<file path="src/rtl/w_74hc191_counter.sv">
// Presettable synchronous up/down counter (74HC191 style) feeding the AND-array A bus.
// Latency: q updates one edge after load/cten; max_min/rco are combinational. No backpressure.
module w_74hc191_counter #(
    parameter int WIDTH   = 4,
    parameter int MODULUS = 16
) (
    input  logic             clk,
    input  logic             rst,
    input  logic             load,
    input  logic             cten,
    input  logic             down,
    input  logic [WIDTH-1:0] d,
    output logic [WIDTH-1:0] q,
    output logic             max_min,
    output logic             rco
);

    localparam int unsigned TOP_INT = MODULUS - 1;
    localparam logic [WIDTH-1:0] TOP  = TOP_INT[WIDTH-1:0];
    localparam logic [WIDTH-1:0] ZERO = {WIDTH{1'b0}};
    localparam logic [WIDTH-1:0] ONE  = WIDTH'(1);

    logic [WIDTH-1:0] q_nxt;

    // Out-of-range values wrap to 0 going up, and walk back into range going down.
    always_comb begin
        q_nxt = q;
        if (load) begin
            q_nxt = d;
        end else if (cten) begin
            if (down) begin
                q_nxt = (q == ZERO) ? TOP : (q - ONE);
            end else begin
                q_nxt = (q >= TOP) ? ZERO : (q + ONE);
            end
        end
    end

    always_ff @(posedge clk or posedge rst) begin
        if (rst) begin
            q <= ZERO;
        end else begin
            q <= q_nxt;
        end
    end

    assign max_min = down ? (q == ZERO) : (q == TOP);
    assign rco     = max_min & cten;

endmodule

</file>
<file path="config.mk">
export PLATFORM = sky130hd
export DESIGN_NAME = w_74hc191_counter
export DESIGN_NICKNAME = d
export VERILOG_FILES = /design/src/rtl/w_74hc191_counter.sv
export SDC_FILE = /design/constraint.sdc
export NUM_CORES = 1
export LEC_CHECK = 0
export CAP_MARGIN = 20
export CORE_AREA = 2 2 39 41
export CTS_BUF_LIST = sky130_fd_sc_hd__clkbuf_16
export CTS_CLUSTER_DIAMETER = 80
export DETAILED_ROUTE_END_ITERATION = 10
export DIE_AREA = 0 0 41 43
export REMOVE_ABC_BUFFERS = 1
export SYNTH_ARGS = -nofsm -noshare
export SYNTH_HDL_FRONTEND = slang
export SYNTH_SLANG_ARGS = --single-unit
</file>
<file path="constraint.sdc">
create_clock -name clk -period 2 [get_ports clk]
set_input_delay 0.4 -clock clk [delete_from_list [all_inputs] [get_ports clk]]
set_output_delay 0.4 -clock clk [all_outputs]
set_load 0.01 [all_outputs]
</file>
Word-level counts from Yosys, hierarchy flattened:

Index checks and enable logic that the tools add are counted.
W data, S select, Z words.

* add/subtract/negate cells: 2
* $mul: 0
* divide/modulo/power cells: 0
* magnitude comparators: 1
* equality and inequality tests: 1
* shifts and indexed selects: 0
* multiplexer cells: 6
* bitwise operators: 1
* reduce and logical (&&, ||, !) cells: 2

Operators with widths (number)
* $mux W4: 5
* $add A4 B1 Y4 const B: 1
* $eq A4 B4 Y1 const B: 1
* $ge A4 B4 Y1 const B: 1
* $logic_not A4 Y1: 1
* $sub A4 B1 Y4 const B: 1
* $reduce_bool A2 Y1: 1
* $and A1 B1 Y1: 1
* $mux W1: 1

* register bits after elaboration: 4
* bits in latches: 0
* bits in writable memories: 0
* memory bits (read-only): 0
* bits of input ports: 9
* output and inout port bits: 6
* logic and storage cells: 14
* memories kept: 0

Logic depth before layout (Yosys ltp):

* word-level depth: 5
* gate-level depth with buffers: 6
* mapped depth without buffers: 6

Worst setup path before layout:

OpenSTA, ideal clock, no wires.

* kind: reg-to-output
* from: register q[0]
* to: output rco
* data arrival time: 1.356 ns
* required time: 1.600 ns
* slack: 0.244 ns
* cell stages (with the launch flop): 6
* path buffers: 0
* path through: dfrtp_1 inv_1 ha_1 nand2_1 o31ai_1 and2_1

* cells in the longest elaborated chain, start to end: 3
* elaborated cells between the ends (all ways): 4

Ends and longest elaborated chain
* start: declaration: line 13 `output logic [WIDTH-1:0] q,`
* start signal: assignment: line 43 `q <= q_nxt;`
* $eq A4 B4 Y1 or $logic_not A4 Y1 (tied branches): line 47 `assign max_min = down ? (q == ZERO) : (q == TOP);`
* $mux W1 (*): line 47
* net max_min: line 14 `output logic max_min,`
* $and A1 B1 Y1 (*): line 48 `assign rco = max_min & cten;`
* end: declaration: line 15 `output logic rco`

Mark *: on every way through the listed nets, which the timed path passes. The rest lies on a longest branch.

Final worst setup path:

* from: input down
* to: output max_min

* cells in the longest elaborated chain, start to end: 1

Ends and longest elaborated chain
* start: declaration: line 11 `input logic down,`
* $mux W1: line 47
* end: declaration: line 14

No other way between the ends.

==> run metrics <==
Max-slew headroom 0.826; GRT overflow 0; endpoints failing hold 0; DR WL/cell 9.28 um; post-synth cell types 19; DRT Pass-1 Iters 2; layout cells sized above 1 0.243; Most flops, register q; switching share of total power 0.229; critical path, cell by cell clkdlybuf4s50_1 > nor2b_1 > nand3_1 > o31ai_2 > buf_4 > clkdlybuf4s15_1; worst slew pin tran 0.260 ns; Req. time, crit path 1.60 ns; GRT Total Usage 0.120; ANT cells 0; most frequent cells in the layout clkdlybuf4s50_1 (12), buf_4 (11), nand2_1 (7); dpl hpwl roughly 660 um; top flop regs q x4; Tcrit/Tclk final 0.976; synthesized area 333 sq um; clk_skew 0.000754 ns; global-route wire length before repair 1380 um; vias in the first global route approximately 340; DR DRC count 0; Clock Latency Late Sink 0.22 ns; total wire length 798 um; PD cells 886 nW/um^2; outcome finished clean; max-capacitance violation count 0; highest cell delay on the worst timing path 0.43 ns; Starting Density 0.241; largest net degree at the start of global routing 10; Max Slew Vio Count 0; unrepaired setup endpoints after global routing no; TritonCTS clock tree yes; Post-Layout Inst Area between 600 and 700 sq um; Final nets 83; Avg Cell Area, Syn 7.74 sq um; full die area 1760 sq um; CTS clock-pin slew for the worst setup and hold paths approximately 0.030 ns; core area around 1400 sq um; Fmax 0.512 GHz; FF+latch count, synth 4; most common flop cell mapped by yosys dfrtp_1; post-synthesis sequential area ratio 0.301; TNS Setup 0 ns; Sink Count 4; Flop pwr share 0.182; post-placement cell area 564 sq um; I/O pin cnt 15; pre-CTS worst setup slack -0.297 ns; VDD IR max 0.611 mV; Area Overhead vs Synth 94.4%; H-tree levels 1; Comb power frac 0.274; Cells after Synth 43; Internal Power 0.442 mW; final worst slack 0.0479 ns; Buf/Inv on CP 3; Worst EP arrival between 1.5 and 2 ns; Clock Tree Buf Depth 2; vias per cell 4.27; total net switching power 0.131 mW; fillers 143; crit path max-delay cell type clkdlybuf4s50_1; initial drt markers 1; Pleak 0.295 nW; port bufs 14; row cnt 14; vias 367; critical path's top delay family buffers and inverters; Final min period 1.95 ns; Die Wd 41 um; commonest non-fill, non-tap cell in the layout clkdlybuf4s50_1; Post-synth EDFFs 0; crit path kind input pin to output port; die span in y 43 um; worst hold margin approximately 0.37 ns; clock root buffer clkbuf_16; Finish-stage setup viols 0; worst-path fanout max 3; Final ANT Viol Nets 0; Worst setup EP type output port; antenna violations before repair 0; Synth async-reset ratio 1.00; flip-flop count of the largest register after layout 4; worst hold-check path type input pin to async pin; Yosys warning count 0; Clk network pwr share 0.544; total CTS buffers 3; CP Launch Type input pin; routability cong. 0.717
## stage by stage
step | utilization | std cells | total power, mW
5_1_grt | 0.467 | 86 | 0.603
6_report | 0.467 | 86 | 0.573
2_1_floorplan | - | 42 | 0.172
4_1_cts | 0.465 | 85 | 0.580
3_5_place_dp | 0.408 | 82 | 0.260
3_3_place_gp | 0.408 | 82 | 0.260
## worst paths after layout
kind	from	to	slack (ns)	depth (start not counted)
max in group asynchronous	rst	q[3]	1.49	2
worst max register to register	q[0]	q[2]	0.64	6
worst min-delay path	rst	q[2]	0.37	2
worst min register to register	q[1]	q[1]	0.75	3
worst max-delay path	down	max_min	0.05	6
min in group clk	d[2]	q[2]	0.71	3
## Yosys cell counts, types with 2 or more instances
| cell type | number | area (sq um) |
|---|---|---|
| o21ai_1 | 3 | 15.0 |
| nand2_1 | 7 | 26.3 |
| and2_1 | 2 | 12.5 |
| o21ai_0 | 4 | 20.0 |
| inv_1 | 5 | 18.8 |
| nor2b_1 | 2 | 12.5 |
| ha_1 | 2 | 25.0 |
| xnor2_1 | 3 | 26.3 |
| dfrtp_1 | 4 | 100 |
| a21oi_1 | 2 | 10.0 |
## logic make-up (layout without fill, tap and decap cells)
| kind of cell | count (synthesis) | after routing | share of synthesized area |
|---|---|---|---|
| AO/OA/AOI/OAI | 14 | 14 | 0.259 |
| XOR/XNOR | 3 | 3 | 0.0790 |
| adder cells (fa/ha/maj) | 2 | 2 | 0.0752 |
| buffers and inverters | 6 | 33 | 0.0677 |
| flip-flops | 4 | 4 | 0.301 |
| AND/OR/NAND/NOR | 14 | 14 | 0.218 |
## power groups by stage
stage	sequential [mW]	combinational (mW)	clock [mW]
2_1_floorplan	0.113	0.0588	0
3_3_place_gp	0.105	0.155	0
3_5_place_dp	0.104	0.156	0
4_1_cts	0.105	0.155	0.320
5_1_grt	0.106	0.174	0.323
6_report	0.104	0.157	0.312
## area by class of cell
class,instances,area [sq um],area share
Tap cell,16,20.0,0.0309
Multi-Input combinational cell,33,215,0.333
Sequential cell,4,100,0.155
Timing Repair Buffer,25,218,0.337
Inverter,5,18.8,0.0290
Clock buffer,3,75.1,0.116
## metal layers
metal,part of all wire,global-route usage
met1,0.47,0.140
met2,0.47,0.172
met3,0.033,0.0314
met4,0.031,0.100
met5,0,0
## worst register-to-register path, cell delays in order, from the launching register on
cell	delay [ns]
dfrtp_1	0.40
ha_1	0.22
nor2b_1	0.14
buf_4	0.13
o21ai_2	0.13
xnor2_1	0.15
o21ai_1	0.07
## repair_timing
action / CTS / global route
hold buffers: 0 / 0
resized for setup: 4 / 2
endpoints found under the setup margin: 2 / 2
setup buffers: 0 / 1
Power figures use the tool's default switching activity.
